==> config.mk <==
export PLATFORM = sky130hd
export DESIGN_NAME = receiver
export DESIGN_NICKNAME = d
export VERILOG_FILES = /design/src/rtl/uart_pkg.sv /design/src/rtl/sync_ff.sv /design/src/rtl/receiver.sv
export SDC_FILE = /design/constraint.sdc
export NUM_CORES = 1
export LEC_CHECK = 0
export ABC_AREA = 1
export CAP_MARGIN = 40
export CELL_PAD_IN_SITES_DETAIL_PLACEMENT = 2
export CELL_PAD_IN_SITES_GLOBAL_PLACEMENT = 2
export CORE_ASPECT_RATIO = 0.6
export CORE_MARGIN = 2
export CORE_UTILIZATION = 36
export CTS_CLUSTER_DIAMETER = 120
export DETAILED_ROUTE_END_ITERATION = 6
export PLACE_DENSITY_LB_ADDON = 0.25
export SLEW_MARGIN = 20
export SYNTH_ARGS = -nofsm -noshare
export SYNTH_HDL_FRONTEND = slang
export SYNTH_SLANG_ARGS = --single-unit
export TNS_END_PERCENT = 50
==> constraint.sdc <==
create_clock -name clk -period 2.54 [get_ports clk]
set_clock_uncertainty 0.15 [all_clocks]
set_input_delay 0.762 -clock clk [delete_from_list [all_inputs] [get_ports clk]]
set_output_delay 0.762 -clock clk [all_outputs]
set_load 0.03 [all_outputs]
==> src/rtl/uart_pkg.sv <==
// Shared UART definitions: frame geometry, default baud divisor and the
// receive/transmit state encoding.
package uart_pkg;

  localparam int UART_DATA_BITS       = 8;
  localparam int DEFAULT_CLKS_PER_BIT = 5208;

  typedef enum logic [2:0] {
    IDLE,
    START,
    DATA,
    STOP,
    BREAK
  } uart_state_e;

  // Serial data arrives LSB first, so each new bit enters at the MSB end.
  function automatic logic [UART_DATA_BITS-1:0] shift_in_lsb_first(
    input logic [UART_DATA_BITS-1:0] cur,
    input logic                      bit_in
  );
    return {bit_in, cur[UART_DATA_BITS-1:1]};
  endfunction

endpackage

==> src/rtl/sync_ff.sv <==
// Multi-flop synchroniser for an asynchronous single-bit input; flops preset
// to 1 on reset so an idle-high line reads idle immediately after reset.
module sync_ff #(
  parameter int STAGES = 2
) (
  input  logic clk,
  input  logic rst_n,
  input  logic d_i,
  output logic q_o
);

  logic [STAGES-1:0] sync_q;

  always_ff @(posedge clk or negedge rst_n) begin
    if (!rst_n) begin
      sync_q <= '1;
    end else begin
      sync_q <= {sync_q[STAGES-2:0], d_i};
    end
  end

  assign q_o = sync_q[STAGES-1];

endmodule

==> src/rtl/receiver.sv <==
// 8N1 UART receiver: synchronises RxD, samples each bit mid-period and
// presents bytes on a valid/ready handshake with framing/overrun reporting.
module receiver
  import uart_pkg::*;
#(
  parameter int CLKS_PER_BIT = DEFAULT_CLKS_PER_BIT,
  parameter int SYNC_STAGES  = 2
) (
  input  logic                      clk,
  input  logic                      reset,
  input  logic                      RxD,
  output logic [UART_DATA_BITS-1:0] data,
  output logic                      valid,
  input  logic                      ready,
  output logic                      frame_error,
  output logic                      overrun,
  output logic                      busy
);

  localparam int CNT_W = $clog2(CLKS_PER_BIT);
  localparam logic [CNT_W-1:0] HALF_M1  = CNT_W'(CLKS_PER_BIT / 2 - 1);
  localparam logic [CNT_W-1:0] FULL_M1  = CNT_W'(CLKS_PER_BIT - 1);
  localparam logic [2:0]       LAST_BIT = 3'(UART_DATA_BITS - 1);

  uart_state_e               state_q, state_d;
  logic [CNT_W-1:0]          cnt_q, cnt_d;
  logic [2:0]                bit_idx_q, bit_idx_d;
  logic [UART_DATA_BITS-1:0] shreg_q, shreg_d;
  logic [UART_DATA_BITS-1:0] data_q, data_d;
  logic                      valid_q, valid_d;
  logic                      fe_q, fe_d;
  logic                      ovr_q, ovr_d;

  logic                      rxs;
  logic                      counting;
  logic                      tick;

  sync_ff #(
    .STAGES (SYNC_STAGES)
  ) u_rx_sync (
    .clk   (clk),
    .rst_n (reset),
    .d_i   (RxD),
    .q_o   (rxs)
  );

  // The start check waits half a bit so every later sample lands mid-bit.
  assign counting = (state_q == START) || (state_q == DATA) || (state_q == STOP);
  assign tick     = counting &&
                    (cnt_q == ((state_q == START) ? HALF_M1 : FULL_M1));

  always_comb begin
    state_d   = state_q;
    cnt_d     = cnt_q;
    bit_idx_d = bit_idx_q;
    shreg_d   = shreg_q;
    data_d    = data_q;
    valid_d   = valid_q && !ready;
    fe_d      = 1'b0;
    ovr_d     = ovr_q;

    case (state_q)
      IDLE: begin
        if (!rxs) begin
          state_d = START;
        end
      end
      START: begin
        if (tick) begin
          if (rxs) begin
            state_d = IDLE;
          end else begin
            state_d   = DATA;
            bit_idx_d = '0;
          end
        end
      end
      DATA: begin
        if (tick) begin
          shreg_d   = shift_in_lsb_first(shreg_q, rxs);
          bit_idx_d = bit_idx_q + 3'd1;
          if (bit_idx_q == LAST_BIT) begin
            state_d = STOP;
          end
        end
      end
      STOP: begin
        if (tick) begin
          if (rxs) begin
            // Newest byte always wins; losing an unaccepted one is flagged.
            data_d  = shreg_q;
            valid_d = 1'b1;
            if (valid_q && !ready) begin
              ovr_d = 1'b1;
            end
            state_d = IDLE;
          end else begin
            fe_d    = 1'b1;
            state_d = BREAK;
          end
        end
      end
      BREAK: begin
        if (rxs) begin
          state_d = IDLE;
        end
      end
      default: begin
        state_d = IDLE;
      end
    endcase

    if ((state_d != state_q) || tick) begin
      cnt_d = '0;
    end else if (counting) begin
      cnt_d = cnt_q + 1'b1;
    end
  end

  always_ff @(posedge clk or negedge reset) begin
    if (!reset) begin
      state_q   <= IDLE;
      cnt_q     <= '0;
      bit_idx_q <= '0;
      shreg_q   <= '0;
      data_q    <= '0;
      valid_q   <= 1'b0;
      fe_q      <= 1'b0;
      ovr_q     <= 1'b0;
    end else begin
      state_q   <= state_d;
      cnt_q     <= cnt_d;
      bit_idx_q <= bit_idx_d;
      shreg_q   <= shreg_d;
      data_q    <= data_d;
      valid_q   <= valid_d;
      fe_q      <= fe_d;
      ovr_q     <= ovr_d;
    end
  end

  assign data        = data_q;
  assign valid       = valid_q;
  assign frame_error = fe_q;
  assign overrun     = ovr_q;
  assign busy        = (state_q != IDLE);

endmodule

==> run summary, run 1 <==
Clock Tree Root = clkbuf_8
Hold Path Class = flip-flop to flip-flop
Fin. Hold Viols = 0
WHS Path Cells = 0
Syn avg cell area = 9.142 um2
Cell Chain, Critical Path = inv_2, nand2_1, dlygate4sd2_1
Initial antenna violation count = 0
Seq/Total Area, Yosys = 51.78%
Synth unique cells = 29
WS Path Type = flip-flop to output port
CTS tree = yes
DR vias = 1424
NumNets Final = 241
Antenna Violating Nets Remaining = 0
CP top delay family = buffers and inverters
Avg Vias per Cell = 4.731
Fin cells = 301
Setup-failing EPs final = 0
Total global routing overflow = 0
Vias in the first global route = 1583
Setup ws final = 258.8 ps
CORE AREA = 5130 um2
F_max = 438.4 MHz
Commonest register cell after synthesis = dfrtp_1
Crit path required time = 1630 ps
DIE HEIGHT = 60.84 um
Lkg Pwr = 1.026 nW
CTS Buf Count = 5
Post-layout min period = 2281 ps
Clock transition at the registers of the reported paths = 80 ps
TritonRoute pass-1 iters = 3
Sink Count = 40
Fin. max-slew vios = 0
Syn nets = 219
Slowest CP cell = dfrtp_1
DRT iter0 DRCs = 37
Post-CTS setup-driven buffer insertion count = 0
Row count = 20
Mapped Cells = 212
Worst-skew pair later-pin latency = 300 ps
Worst-path fanout max = 5
Max stage delay on crit path = 490 ps
Largest cells by area after synthesis = dfrtp_1, nand2_1, inv_1
VDD IR max = 0.2479 mV
Most common cell in the netlist = nand2_1
Max-slew headroom = 65.23%
Synth async-reset ratio = 100.0%
Setup TNS = 0 ps
Total number of cells along the worst setup path = 3
Antenna Cells = 0
RSZ-0062 raised after global routing = false
Die area = 6006 um2
Worst setup EP type = output port
Crit path DAT = 1370 ps
Hold buffer count at cts = 0
CTS H-Tree Depth = 2
Post-DP HPWL = 3.278 mm
Starting density of the core = 37.78%
Flops & latches, synth = 40
GR Util All Layers = 18.07%
Fillcell total = 579
Clock buffer depth = 2
Final period utilization = 89.81%
Top cell type by total area after synthesis = dfrtp_1
Status = complete, no violations
# port buffers = 15
I/O Pins = 16
Crit path launch type = flip-flop
Post-synth top area share = 49.06%
Chip Width = 98.73 um
Synth Warn # = 0
Most common library cells after synthesis = nand2_1, dfrtp_1, inv_1
Netlist Area Pre-Place = 1938 um2
Measured slew at the worst slew-check pin = 521.5 ps
Largest net degree at the start of global routing = 41
First-pass GRT wire length = 8.066 mm
Area grow syn2layout = 16.40%
# placed instances = 293
Total wire length = 4.530 mm
Power after layout = 1.102 mW
Layout cells sized above 1 = 19.57%
Final GP Congestion = 0.7312
WL per Instance = 15.05 um
Post-synth EDFFs = 0
Power per cell area = 488.3 nW/um2
Drt drc = 0
Dpl ws = 300.0 ps
R2R depth = 10
Max cap viols = 0
Buf/Inv on CP = 2
## cells by family after synthesis
kind of cell               share of synthesized area [%]
DFF                                                51.78
adders and majority gates                          1.937
muxes                                             0.5165
AOI/OAI and AO/OA                                  8.199
xor gates and xnor gates                           4.519
and+or+nand+nor                                    26.40
buffers and inverters                              6.649
## layer usage
layer  track usage, %  wire (um)  vias to the layer above
met5                0          0                        -
met4            8.806        103                        0
met3            3.802        106                        7
met2            26.43       1856                       14
met1            25.90       2463                      699
li1                 -          -                      704
## flip-flops by register name (all words and copies together), names as in the netlist
| name | cells |
|---|---|
| cnt_q | 13 |
| data | 8 |
| shreg_q | 8 |
| bit_idx_q | 3 |
| state_q | 3 |
| u_rx_sync.sync_q | 2 |
| frame_error | 1 |
| overrun | 1 |
| valid | 1 |
## through the flow
stage	util, %	hold slack, ps	instance area, um2
3_5_place_dp	42.12	200.0	2161
5_1_grt	43.98	219.9	2256
2_1_floorplan	-	195.2	1938
3_3_place_gp	42.12	196.3	2161
4_1_cts	43.83	218.6	2248
6_report	43.98	219.4	2256
## power by group
part / internal [mW] / total [mW] / leakage [nW] / switching [mW]
Combinational: 0.00480 / 0.0185 / 0.448 / 0.0137
Clock: 0.196 / 0.441 / 0.0414 / 0.246
Sequential: 0.639 / 0.642 / 0.537 / 0.00272
Total: 0.840 / 1.10 / 1.03 / 0.262
## layout by cell type, fill, tap and decap left out, types with 2 or more instances in the layout
master and instances:
ha_1 3, nand3_4 2, dfstp_2 2, xor2_1 9
o21ai_0 11, nand3_1 9, buf_4 3, nor2_1 19
nor2_4 2, a21oi_1 3, nand2_2 4, dfrtp_1 38
inv_1 26, clkdlybuf4s50_1 13, nand2_1 45, o21ai_2 7
nor2_2 12, nor3_1 5, nand4_1 2, clkbuf_8 5
## cell type report
cell class | count | area (um2) | area share [%]
clock buffers | 6 | 72.57 | 3.217
well taps | 66 | 82.58 | 3.661
multi-input cells | 142 | 813.3 | 36.05
flip-flops and latches | 40 | 1003 | 44.48
clock inverters | 2 | 16.27 | 0.7210
inverters | 27 | 101.3 | 4.493
repair buffers | 18 | 166.4 | 7.377
## final timing paths
| check | end | slack [ps] | startpoint |
|---|---|---|---|
| worst max register to register | data[3] | 360 | cnt_q[10] |
| min in group asynchronous | data[4] | 360 | reset |
| worst min-delay path | u_rx_sync.sync_q[1] | 220 | u_rx_sync.sync_q[0] |
| worst min register to register | u_rx_sync.sync_q[1] | 220 | u_rx_sync.sync_q[0] |
| worst max-delay path | busy | 260 | state_q[2] |
| max in group asynchronous | u_rx_sync.sync_q[0] | 1510 | reset |
## repair_timing
action,CTS,global route
gates resized for setup,1,1
pin swaps,0,0
endpoints found under the setup margin,1,1
(Power assumes the default switching activity.)
==> run 2, diff against run 1 <==
==> constraint.sdc (replaced) <==
create_clock -name clk -period 2.54 [get_ports clk]
set_clock_uncertainty 0.15 [all_clocks]
set_input_delay 0.762 -clock clk [delete_from_list [all_inputs] [get_ports clk]]
set_output_delay 0.762 -clock clk [all_outputs]
set_load 0.1 [all_outputs]
==> run 2 against run 1 <==
Against the previous run: global-route usage fell by 1.1 points; count of clock-buffer cells in the layout is 1 higher; die area unchanged; non-clock buffer count down 1; critical path depth did not move; cell count decreased by 0.33%; via count up 0.84%; routed wire length up 1.2%.
==> run summary, run 2 (synthesized netlist as in run 1, its figures left out) <==
Met2 GRT Util = 24.98% (was 26.43%)
Avg Vias per Cell = 4.787 (was 4.731)
Fin cells = 300 (was 301)
Worst-skew pair later-pin latency = 290 ps (was 300 ps)
Antenna Cells = 0 (unchanged)
Clock transition at the registers of the reported paths = 80 ps (about the same)
I/O Pins = 16 (unchanged)
Worst setup EP type = output port (unchanged)
Logic pwr share = 1.5% (was 1.7%)
CTS resizes = 0 (was 1)
Setup ws final = 203.9 ps (was 258.8 ps)
Vias in the first global route = 1466 (was 1583)
RSZ-0062 raised after global routing = false (unchanged)
Initial antenna violation count = 0 (unchanged)
Sequential power share = 52.2% (was 58.3%)
Switching power = 0.2392 mW (was 0.2620 mW)
VDD IR max = 0.2885 mV (was 0.2479 mV)
NumNets Final = 240 (was 241)
Slowest CP cell = dfrtp_1 (unchanged)
Final period utilization = 91.97% (was 89.81%)
CP top delay family = simple AND/OR/NAND/NOR gates (was buffers and inverters)
Buf/Inv on CP = 1 (was 2)
Power share of the clock group = 46.4% (was 40.1%)
Int Pwr = 0.9909 mW (was 0.8396 mW)
Power per cell area = 543.8 nW/um2 (was 488.3 nW/um2)
Max reg flops = 13 (unchanged)
DRT iter0 DRCs = 50 (was 37)
# placed instances = 292 (was 293)
GR Util All Layers = 16.92% (was 18.07%)
CTS H-Tree Depth = 2 (unchanged)
Max cap viols = 0 (unchanged)
TritonRoute pass-1 iters = 4 (was 3)
Worst hold margin = 216.6 ps (was 219.4 ps)
GR Util met1 = 25.22% (was 25.90%)
WS Path Type = flip-flop to output port (unchanged)
Setup TNS = 0 ps (unchanged)
# port buffers = 15 (unchanged)
DIE HEIGHT = 60.84 um (unchanged)
Commonest non-fill, non-tap cell in the layout = nand2_1 (unchanged)
Row count = 20 (unchanged)
Most frequent cells in the layout = nand2_1, dfrtp_1, inv_1 (unchanged)
Post-CTS setup-driven buffer insertion count = 0 (unchanged)
Power after layout = 1.230 mW (was 1.102 mW)
Crit path DAT = 1420 ps (was 1370 ps)
Max-slew headroom = 61.46% (was 65.23%)
Final GP Congestion = 0.7360 (was 0.7312)
DR vias = 1436 (was 1424)
Worst-path fanout max = 4 (was 5)
Layout cells sized above 1 = 24.79% (was 19.57%)
First-pass GRT wire length = 7.652 mm (was 8.066 mm)
Antenna Violating Nets Remaining = 0 (unchanged)
Clock buffer depth = 2 (unchanged)
Routing usage on met3 = 4.147% (was 3.802%)
CORE AREA = 5130 um2 (unchanged)
WL per Instance = 15.28 um (was 15.05 um)
CTS Buf Count = 5 (unchanged)
Status = complete, no violations (unchanged)
Reg with most FFs = cnt_q (unchanged)
Fin. Hold Viols = 0 (unchanged)
Die area = 6006 um2 (unchanged)
CTS tree = yes (unchanged)
Total global routing overflow = 0 (unchanged)
Clock Tree Root = clkbuf_8 (unchanged)
Switch share = 19.45% (was 23.78%)
Busiest grt layer = met1 (was met2)
Drt drc = 0 (unchanged)
Cell Chain, Critical Path = nor2_1, nand2_1, buf_12 (was inv_2, nand2_1, dlygate4sd2_1)
Measured slew at the worst slew-check pin = 577.5 ps (was 521.5 ps)
Largest net degree at the start of global routing = 41 (unchanged)
Hold Path Class = flip-flop to flip-flop (unchanged)
Fin. max-slew vios = 0 (unchanged)
Total wire length = 4.585 mm (was 4.530 mm)
Post-layout min period = 2336 ps (was 2281 ps)
Crit path required time = 1630 ps (about the same)
Sink Count = 40 (unchanged)
Hold buffer count at cts = 0 (unchanged)
Dpl ws = 319.5 ps (was 300.0 ps)
Area grow syn2layout = 16.72% (was 16.40%)
Setup-failing EPs final = 0 (unchanged)
Crit path launch type = flip-flop (unchanged)
F_max = 428.1 MHz (was 438.4 MHz)
Starting density of the core = 37.78% (unchanged)
Lkg Pwr = 1.074 nW (was 1.026 nW)
Post-DP HPWL = 3.373 mm (was 3.278 mm)
Chip Width = 98.73 um (unchanged)
Max stage delay on crit path = 440 ps (was 490 ps)
run 2: path summary, 6_finish.rpt:
check                                         start             endpoint  slack (ps)  cells after the start
min in group asynchronous                     reset           shreg_q[3]         380                      2
worst min-delay path            u_rx_sync.sync_q[0]  u_rx_sync.sync_q[1]         220                      0
worst max-delay path                     state_q[1]                 busy         200                      3
worst max register to register           state_q[2]            cnt_q[12]         330                     11
worst min register to register  u_rx_sync.sync_q[0]  u_rx_sync.sync_q[1]         220                      0
max in group asynchronous                     reset  u_rx_sync.sync_q[1]        1480                      2
run 2: through the flow:
step | util, % | instance area [um2]
floorplan | - | 1938
global placement | 41.63 | 2136
detailed placement | 41.63 | 2136
CTS | 44.10 | 2262
global route | 44.10 | 2262
finish | 44.10 | 2262
run 2: power groups by stage:
| stage | sequential (mW) | combinational (mW) | clock, mW |
|---|---|---|---|
| after floorplan | 0.653 | 0.00109 | 0 |
| after global placement | 0.654 | 0.0197 | 0 |
| after detailed placement | 0.654 | 0.0197 | 0 |
| after CTS | 0.642 | 0.0198 | 0.586 |
| after global routing | 0.642 | 0.0213 | 0.614 |
| final | 0.642 | 0.0183 | 0.570 |
run 2: metal layers:
layer / up-vias / wire (um)
li1: 707 / -
met1: 713 / 2520
met2: 14 / 1952
met3: 2 / 94
met4: 0 / 17
met5: - / 0
run 2: cell type report:
class,instances,area (um2)
clock buffers,7,96.34
clock inverters,1,30.03
fillers,562,2868
inverters,27,101.3
multi-input cells,142,805.8
flip-flops and latches,40,1003
well taps,66,82.58
repair buffers,17,142.6
==> run 3, diff against run 2 <==
--- a/config.mk
+++ b/config.mk
@@ -15,7 +15,7 @@
 export CTS_CLUSTER_DIAMETER = 120
 export DETAILED_ROUTE_END_ITERATION = 6
 export PLACE_DENSITY_LB_ADDON = 0.25
-export SLEW_MARGIN = 20
+export SLEW_MARGIN = 0
 export SYNTH_ARGS = -nofsm -noshare
 export SYNTH_HDL_FRONTEND = slang
 export SYNTH_SLANG_ARGS = --single-unit
==> results of run 3 <==
No change in the layout: final DEF, timing and power equal those of run 2.
